### config.mk
export PLATFORM = sky130hd
export DESIGN_NAME = sw_job_ctrl_flat
export DESIGN_NICKNAME = d
export VERILOG_FILES = /design/src/rtl/sw_job_if.sv /design/src/rtl/sw_job_ctrl.sv /design/src/flat_wrapper.sv
export SDC_FILE = /design/constraint.sdc
export NUM_CORES = 1
export LEC_CHECK = 0
export BUFFER_PORTS_ARGS = -buffer_cell sky130_fd_sc_hd__buf_4
export CAP_MARGIN = 25
export CORE_UTILIZATION = 41
export DETAILED_ROUTE_END_ITERATION = 10
export HOLD_SLACK_MARGIN = 0.06
export PLACE_DENSITY_LB_ADDON = 0.2
export SYNTH_ARGS = -nofsm -noshare
export SYNTH_HDL_FRONTEND = slang
export SYNTH_SLANG_ARGS = --single-unit
### constraint.sdc
create_clock -name clk -period 7.47 [get_ports clk]
set_input_delay 1.1205 -clock clk [delete_from_list [all_inputs] [get_ports clk]]
set_output_delay 1.1205 -clock clk [all_outputs]
set_load 0.02 [all_outputs]
### src/rtl/sw_job_if.sv
// sw_job_if -- bundle between the Smith-Waterman job sequencer and its
// environment (host start/status logic, PE array, query/reference memories).
//
// Optional feature: define SW_ABORT_EN to add the abort request line.
//
// Modports:
//   master : environment side; drives start/lengths/array scores (and abort)
//   slave  : sw_job_ctrl side; drives status, memory and PE array controls
interface sw_job_if #(
  parameter int LEN_W   = 10,
  parameter int SCORE_W = 16
);
  // Host request / status
  logic               start;
  logic [LEN_W-1:0]   q_len;
  logic [LEN_W-1:0]   r_len;
  logic               busy;
  logic               err;
  logic               done;
  logic [SCORE_W-1:0] max_score;
  logic [LEN_W-1:0]   max_pos;
`ifdef SW_ABORT_EN
  logic               abort;
`endif
  // Query / reference memory side
  logic               q_load;
  logic [LEN_W-1:0]   q_addr;
  logic               r_rd;
  logic [LEN_W-1:0]   r_addr;
  // PE array side
  logic               pe_en;
  logic               pe_flush;
  logic               pe_score_vld;
  logic [SCORE_W-1:0] pe_score;

  modport master (
`ifdef SW_ABORT_EN
    output abort,
`endif
    output start, q_len, r_len, pe_score_vld, pe_score,
    input  busy, err, done, max_score, max_pos,
    input  q_load, q_addr, r_rd, r_addr, pe_en, pe_flush
  );

  modport slave (
`ifdef SW_ABORT_EN
    input  abort,
`endif
    input  start, q_len, r_len, pe_score_vld, pe_score,
    output busy, err, done, max_score, max_pos,
    output q_load, q_addr, r_rd, r_addr, pe_en, pe_flush
  );
endinterface

### src/rtl/sw_job_ctrl.sv
// sw_job_ctrl -- job sequencer for the Smith-Waterman systolic PE array.
// One job at a time: preload q_len query characters into the PE chain,
// stream r_len reference characters through it, drain the wavefront for
// q_len+1 cycles, then pulse done. The best score seen on the array output
// and the beat index where it first appeared are tracked throughout the job.
//
// Optional feature: define SW_ABORT_EN to enable the abort input, which
// cancels a running job, flushes the PE array and clears the score tracker.
//
// Ports:
//   clk  : system clock, all state on rising edge
//   rst  : asynchronous active-high reset; every output returns to 0
//   bus  : sw_job_if.slave -- start/q_len/r_len in, busy/err/done status out,
//          q_load/q_addr and r_rd/r_addr memory controls, pe_en/pe_flush
//          array controls, pe_score_vld/pe_score in, max_score/max_pos out
module sw_job_ctrl #(
  parameter int N_PE    = 16,
  parameter int LEN_W   = 10,
  parameter int SCORE_W = 16
) (
  input  logic     clk,
  input  logic     rst,
  sw_job_if.slave  bus
);

  typedef enum logic [2:0] {S_IDLE, S_LOAD_Q, S_RUN, S_DRAIN, S_DONE} state_t;

  localparam logic [LEN_W-1:0] Q_MAX = LEN_W'(N_PE);
  localparam logic [LEN_W-1:0] ONE   = LEN_W'(1);

  state_t             state, state_n;
  logic [LEN_W-1:0]   cnt, cnt_n;
  logic [LEN_W-1:0]   q_len_r, r_len_r;
  logic [LEN_W-1:0]   q_addr_r, q_addr_n, r_addr_r, r_addr_n;
  logic [LEN_W-1:0]   beat, max_pos_r;
  logic [SCORE_W-1:0] max_score_r;
  logic               busy_r, err_r, q_load_r, r_rd_r, pe_en_r, pe_flush_r, done_r;
  logic               err_n, flush_n, start_ok, abort_hit, legal;

  assign legal = (bus.q_len != '0) && (bus.q_len <= Q_MAX) && (bus.r_len != '0);

  // NOTE: always_comb assigns every output a default before the case so no
  // path leaves a value unassigned, which would otherwise infer a latch.
  always_comb begin
    state_n   = state;
    cnt_n     = cnt;
    flush_n   = 1'b0;
    err_n     = 1'b0;
    start_ok  = 1'b0;
    abort_hit = 1'b0;
`ifdef SW_ABORT_EN
    abort_hit = bus.abort && (state != S_IDLE);
`endif

    unique case (state)
      S_IDLE: begin
        if (bus.start) begin
          if (legal) begin
            state_n  = S_LOAD_Q;
            cnt_n    = '0;
            flush_n  = 1'b1;
            start_ok = 1'b1;
          end else begin
            err_n = 1'b1;
          end
        end
      end
      S_LOAD_Q: begin
        if (cnt == q_len_r - ONE) begin
          state_n = S_RUN;
          cnt_n   = '0;
        end else begin
          cnt_n = cnt + ONE;
        end
      end
      S_RUN: begin
        if (cnt == r_len_r - ONE) begin
          state_n = S_DRAIN;
          cnt_n   = '0;
        end else begin
          cnt_n = cnt + ONE;
        end
      end
      // q_len+1 drain cycles: count runs 0..q_len inclusive.
      S_DRAIN: begin
        if (cnt == q_len_r) begin
          state_n = S_DONE;
          cnt_n   = '0;
        end else begin
          cnt_n = cnt + ONE;
        end
      end
      S_DONE:  state_n = S_IDLE;
      default: state_n = S_IDLE;
    endcase

    // Abort overrides every transition, including leaving DONE.
    if (abort_hit) begin
      state_n = S_IDLE;
      cnt_n   = '0;
      flush_n = 1'b1;
    end

    // Addresses follow the in-state counter and hold their last value elsewhere.
    q_addr_n = (state_n == S_LOAD_Q) ? cnt_n : q_addr_r;
    r_addr_n = (state_n == S_RUN)    ? cnt_n : r_addr_r;
  end

  // Outputs are registered from the next-state decode so they line up with
  // the state they describe without any combinational path to the ports.
  // NOTE: sequential state uses non-blocking assignments so every register
  // samples pre-edge values regardless of statement order.
  always_ff @(posedge clk or posedge rst) begin
    if (rst) begin
      state       <= S_IDLE;
      cnt         <= '0;
      q_len_r     <= '0;
      r_len_r     <= '0;
      q_addr_r    <= '0;
      r_addr_r    <= '0;
      beat        <= '0;
      max_pos_r   <= '0;
      max_score_r <= '0;
      busy_r      <= 1'b0;
      err_r       <= 1'b0;
      q_load_r    <= 1'b0;
      r_rd_r      <= 1'b0;
      pe_en_r     <= 1'b0;
      pe_flush_r  <= 1'b0;
      done_r      <= 1'b0;
    end else begin
      state      <= state_n;
      cnt        <= cnt_n;
      q_addr_r   <= q_addr_n;
      r_addr_r   <= r_addr_n;
      busy_r     <= (state_n != S_IDLE);
      q_load_r   <= (state_n == S_LOAD_Q);
      r_rd_r     <= (state_n == S_RUN);
      pe_en_r    <= (state_n == S_RUN) || (state_n == S_DRAIN);
      done_r     <= (state_n == S_DONE);
      pe_flush_r <= flush_n;
      err_r      <= err_n;

      if (start_ok) begin
        q_len_r <= bus.q_len;
        r_len_r <= bus.r_len;
      end

      // Score tracker: strict compare keeps the earliest beat on ties; the
      // beat counter saturates so max_pos never wraps on long references.
      if (start_ok || abort_hit) begin
        beat        <= '0;
        max_pos_r   <= '0;
        max_score_r <= '0;
      end else if ((state != S_IDLE) && bus.pe_score_vld) begin
        if (beat != '1) beat <= beat + ONE;
        if (bus.pe_score > max_score_r) begin
          max_score_r <= bus.pe_score;
          max_pos_r   <= beat;
        end
      end
    end
  end

  assign bus.busy      = busy_r;
  assign bus.err       = err_r;
  assign bus.q_load    = q_load_r;
  assign bus.q_addr    = q_addr_r;
  assign bus.r_rd      = r_rd_r;
  assign bus.r_addr    = r_addr_r;
  assign bus.pe_en     = pe_en_r;
  assign bus.pe_flush  = pe_flush_r;
  assign bus.done      = done_r;
  assign bus.max_score = max_score_r;
  assign bus.max_pos   = max_pos_r;

endmodule

### src/flat_wrapper.sv
// flat-port wrapper written by rule: the top's interface ports become plain ports
module sw_job_ctrl_flat 
#(
  parameter int N_PE    = 16,
  parameter int LEN_W   = 10,
  parameter int SCORE_W = 16
)
  (clk, rst, bus_start, bus_q_len, bus_r_len, bus_pe_score_vld, bus_pe_score, bus_busy, bus_err, bus_done, bus_max_score, bus_max_pos, bus_q_load, bus_q_addr, bus_r_rd, bus_r_addr, bus_pe_en, bus_pe_flush);
  sw_job_if #(.LEN_W(LEN_W), .SCORE_W(SCORE_W)) bus_i ();
  input  logic clk;
  input  logic rst;
  input wire logic [$bits(bus_i.start)-1:0] bus_start;
  input wire logic [$bits(bus_i.q_len)-1:0] bus_q_len;
  input wire logic [$bits(bus_i.r_len)-1:0] bus_r_len;
  input wire logic [$bits(bus_i.pe_score_vld)-1:0] bus_pe_score_vld;
  input wire logic [$bits(bus_i.pe_score)-1:0] bus_pe_score;
  output wire logic [$bits(bus_i.busy)-1:0] bus_busy;
  output wire logic [$bits(bus_i.err)-1:0] bus_err;
  output wire logic [$bits(bus_i.done)-1:0] bus_done;
  output wire logic [$bits(bus_i.max_score)-1:0] bus_max_score;
  output wire logic [$bits(bus_i.max_pos)-1:0] bus_max_pos;
  output wire logic [$bits(bus_i.q_load)-1:0] bus_q_load;
  output wire logic [$bits(bus_i.q_addr)-1:0] bus_q_addr;
  output wire logic [$bits(bus_i.r_rd)-1:0] bus_r_rd;
  output wire logic [$bits(bus_i.r_addr)-1:0] bus_r_addr;
  output wire logic [$bits(bus_i.pe_en)-1:0] bus_pe_en;
  output wire logic [$bits(bus_i.pe_flush)-1:0] bus_pe_flush;
  assign bus_i.start = bus_start;
  assign bus_i.q_len = bus_q_len;
  assign bus_i.r_len = bus_r_len;
  assign bus_i.pe_score_vld = bus_pe_score_vld;
  assign bus_i.pe_score = bus_pe_score;
  assign bus_busy = bus_i.busy;
  assign bus_err = bus_i.err;
  assign bus_done = bus_i.done;
  assign bus_max_score = bus_i.max_score;
  assign bus_max_pos = bus_i.max_pos;
  assign bus_q_load = bus_i.q_load;
  assign bus_q_addr = bus_i.q_addr;
  assign bus_r_rd = bus_i.r_rd;
  assign bus_r_addr = bus_i.r_addr;
  assign bus_pe_en = bus_i.pe_en;
  assign bus_pe_flush = bus_i.pe_flush;
  sw_job_ctrl #(.N_PE(N_PE), .LEN_W(LEN_W), .SCORE_W(SCORE_W)) u_core (.clk(clk), .rst(rst), .bus(bus_i));
endmodule
==> flow_metrics.env <==
export IMPL_synth_area_leader_cell="dfrtp_1"
export IMPL_vias=4258
export IMPL_wire_per_inst_um=15.3
export IMPL_clkSinkCount=96
export IMPL_grtUsageMet3=0.0412
export IMPL_fin_hold_ws_ps=512
export IMPL_fillers=1213
export IMPL_rsz0062_at_grt="no"
export IMPL_r2r_start="u_core.q_len_r[2]"
export IMPL_cp_data_required_time_ps=7700
export IMPL_synth_nets=619
export IMPL_cts_buffers=9
export IMPL_path_class="primary input to flop"
export IMPL_netlist_area_leader_share=0.444
export IMPL_post_cts_resized=0
export IMPL_crit_path_start_kind="primary input"
export IMPL_htreeDepth=3
export IMPL_p_total_w=0.00210
export IMPL_viasPerCell=5.22
export IMPL_synth_distinct_cells=71
export IMPL_setup_viol=0
export IMPL_met2_usage=0.334
export IMPL_dp_hpwl_mm=8.99
export IMPL_period_needed_ps=3390
export IMPL_critPathMostFrequentCell="buf_4"
export IMPL_clkLatencyLatePin_ps=350
export IMPL_grt_total_usage=0.198
export IMPL_syn_mean_instance_area_um2=9.67
export IMPL_async_flop_share=1.00
export IMPL_path_cells="buf_4 -> nor4_1 -> xor2_1 -> or4_1 -> buf_4 -> inv_2 -> nor2_1 -> mux2_2"
export IMPL_yosysWarnings=0
export IMPL_grt_max_degree=59
export IMPL_dp_slack_ps=3660
export IMPL_slew_headroom=0.371
export IMPL_final_setup_worst_slack_ps=4080
export IMPL_die_area_um2=13600
export IMPL_status="finished, final reports clean"
export IMPL_cp_arrival_ps=3620
export IMPL_pin_count=93
export IMPL_nNetsFinal=700
export IMPL_min_path_type="flop to flop"
export IMPL_startpoint="bus_q_len[1]"
export IMPL_seq_area_frac_synth=0.444
export IMPL_path_max_fanout=45
export IMPL_layout_drive_gt1_share=0.224
export IMPL_cap_viol_max_count=0
export IMPL_utilization=0.510
export IMPL_syn_to_final_growth_pct=20.0
export IMPL_end_kind="flop"
export IMPL_fp_dieW_um=117
export IMPL_core_um2=12700
export IMPL_die_y_um=117
export IMPL_grt_overflow_total=0
export IMPL_tns_ps=0
export IMPL_crit_end="u_core.bus.max_score[1]"
export IMPL_wl_mm=12.5
export IMPL_fmax_mhz=295
export IMPL_final_antenna_net_count=0
export IMPL_drtIter0Drc=171
export IMPL_crit_slowest_cell="inv_2"
export IMPL_cts_root_buf="clkbuf_16"
export IMPL_cp_slowest_stage_delay_ps=600
export IMPL_antenna_found_initial=0
export IMPL_cts_tree="built"
export IMPL_post_route_period_util=0.454
export IMPL_ys_flop_type="dfrtp_1"
export IMPL_p_leak_nw=3.26
export IMPL_path_clk_slew_ps=70
export IMPL_r2r_slack_ps=4490
export IMPL_rows=41
export IMPL_io_buffers=92
export IMPL_ys_seq_elements=96
export IMPL_route_detailed_drc=0
export IMPL_r2r_cells=6
export IMPL_syn_inst=559
export IMPL_syn_cell_area_um2=5410
export IMPL_drt_first_pass_iters=4
export IMPL_cts_max_path_buffers=2
export IMPL_peakVddDrop_v=0.000154
export IMPL_maxSlewViolCount=0
export IMPL_grt_pass1_vias=4284
export IMPL_grt_pass1_wl_mm=20.7
export IMPL_busiest_layer="met2"
export IMPL_r2r_end="u_core.bus.q_addr[8]"
export IMPL_fin_worst_skew_ps=5.55
export IMPL_post_cts_buffers=0
export IMPL_initial_core_util=0.425
export IMPL_p_per_area_nw_per_um2=323
export IMPL_hold_buffers=0
export IMPL_grtUsageMet1=0.249
export IMPL_n_antenna_cell=0
export IMPL_synth_area_leaders="dfrtp_1 (44%), nand2_1 (5.6%), ha_1 (4.6%), mux2i_1 (4.4%), inv_1 (3.3%)"
export IMPL_worst_slew_pin_slew_ps=939
export IMPL_gp_congestion=0.812
export IMPL_finalHoldViolations=0
export IMPL_synth_edf_count=0
cells in the mapped netlist (2+ instances only):
| cell type | count |
|---|---|
| xnor3_1 | 2 |
| nand2_1 | 80 |
| a31oi_1 | 2 |
| and2_1 | 8 |
| and4_1 | 3 |
| o211ai_1 | 7 |
| clkbuf_1 | 8 |
| nand4_1 | 7 |
| nand3b_1 | 7 |
| nor3b_1 | 3 |
| nand3_1 | 11 |
| xor2_1 | 19 |
| or3_1 | 3 |
| a21oi_1 | 8 |
| dfrtp_1 | 96 |
| buf_2 | 15 |
| mux2_2 | 15 |
| a32oi_1 | 4 |
| o21ai_0 | 11 |
| a21o_1 | 3 |
| and3b_1 | 2 |
| or2_2 | 3 |
| and3_1 | 3 |
| nor2_1 | 41 |
| inv_1 | 48 |
| nand2b_1 | 5 |
| xnor2_1 | 18 |
| mux2i_1 | 24 |
| nor4_1 | 9 |
| o221ai_1 | 2 |
| nor3_1 | 9 |
| nor2b_1 | 8 |
| a211oi_1 | 4 |
| nor4bb_1 | 2 |
| o22ai_1 | 11 |
| or3b_2 | 2 |
| o31a_1 | 3 |
| ha_1 | 20 |
worst min path at each step:
stage	startpoint	end	depth (start not counted)
finish	u_core.q_len_r[9]	u_core.q_len_r[9]	1
global route	u_core.q_len_r[9]	u_core.q_len_r[9]	1
CTS	u_core.q_len_r[9]	u_core.q_len_r[9]	1
detailed placement	u_core.q_len_r[9]	u_core.q_len_r[9]	1
global placement	u_core.q_len_r[9]	u_core.q_len_r[9]	1
floorplan	u_core.r_len_r[9]	u_core.r_len_r[9]	2
state kept, by name, indices dropped and copies added, names as in the netlist:
signal and cells:
u_core.beat 10, u_core.bus.busy 1, u_core.bus.done 1, u_core.bus.err 1
u_core.bus.max_pos 10, u_core.bus.max_score 16, u_core.bus.pe_en 1, u_core.bus.pe_flush 1
u_core.bus.q_addr 10, u_core.bus.q_load 1, u_core.bus.r_addr 10, u_core.bus.r_rd 1
u_core.cnt 10, u_core.q_len_r 10, u_core.r_len_r 10, u_core.state 3
routing by layer:
metal	part of all wire	wire (um)	vias up
met4	0.019	239	0
met5	0	0	-
met2	0.49	6050	86
li1	-	-	2081
met1	0.46	5670	2072
met3	0.041	506	19
logic make-up after synthesis:
logic type	after synthesis	share of synthesized area
simple gates	217	0.208
flops	96	0.444
buf+inv	75	0.0579
compound gates	72	0.0965
xor+xnor	40	0.0713
mux	39	0.0757
fa+ha+maj	20	0.0463
area by class of cell:
| type | instances | area, um^2 | share of cell area |
|---|---|---|---|
| clock buffers | 11 | 243 | 0.0374 |
| clock inverters | 4 | 30.0 | 0.00463 |
| inverters | 49 | 186 | 0.0287 |
| multi-input cells | 388 | 2690 | 0.415 |
| flip-flops and latches | 96 | 2400 | 0.370 |
| well taps | 172 | 215 | 0.0332 |
| repair buffers | 96 | 721 | 0.111 |
where the power goes:
part	switching, W	internal, W	leakage (nW)
clock network	0.000197	0.000234	0.132
registers	0.000132	0.000653	1.23
logic	0.000495	0.000386	1.89
total	0.000824	0.00127	3.26
cell usage in the layout, fill, tap and decap left out, types with 3 or more instances in the layout:
cell type	Yosys	final
nand2b_1	5	5
o21ai_0	11	11
a21oi_1	8	8
buf_4	1	96
a32oi_1	4	4
nand3_1	11	11
nand2_1	80	80
and4_1	3	3
nor3_1	9	9
xnor2_1	18	18
and2_1	8	8
o211ai_1	7	7
mux2i_1	24	24
or3_1	3	3
nor4_1	9	9
dfrtp_1	96	96
a21o_1	3	3
mux2_2	15	15
or2_2	3	3
a211oi_1	4	4
nand3b_1	7	7
o22ai_1	11	11
nor2b_1	8	8
nor3b_1	3	3
and3_1	3	3
clkbuf_16	0	9
xor2_1	19	19
inv_1	48	47
nand4_1	7	7
ha_1	20	20
nor2_1	41	41
o31a_1	3	3
critical path: cells and delay by family:
family | cells | cell delay, ps
buffers and inverters | 3 | 1000
and+or+nand+nor | 3 | 1080
muxes | 1 | 300
xor gates and xnor gates | 1 | 110
metrics by stage:
| step | instances | instance area (um^2) |
|---|---|---|
| after detailed placement | 801 | 6210 |
| after floorplan | 559 | 5410 |
| after global routing | 816 | 6490 |
| after global placement | 801 | 6210 |
| final | 816 | 6490 |
| after CTS | 816 | 6490 |
Power figures use the tool's default switching activity.
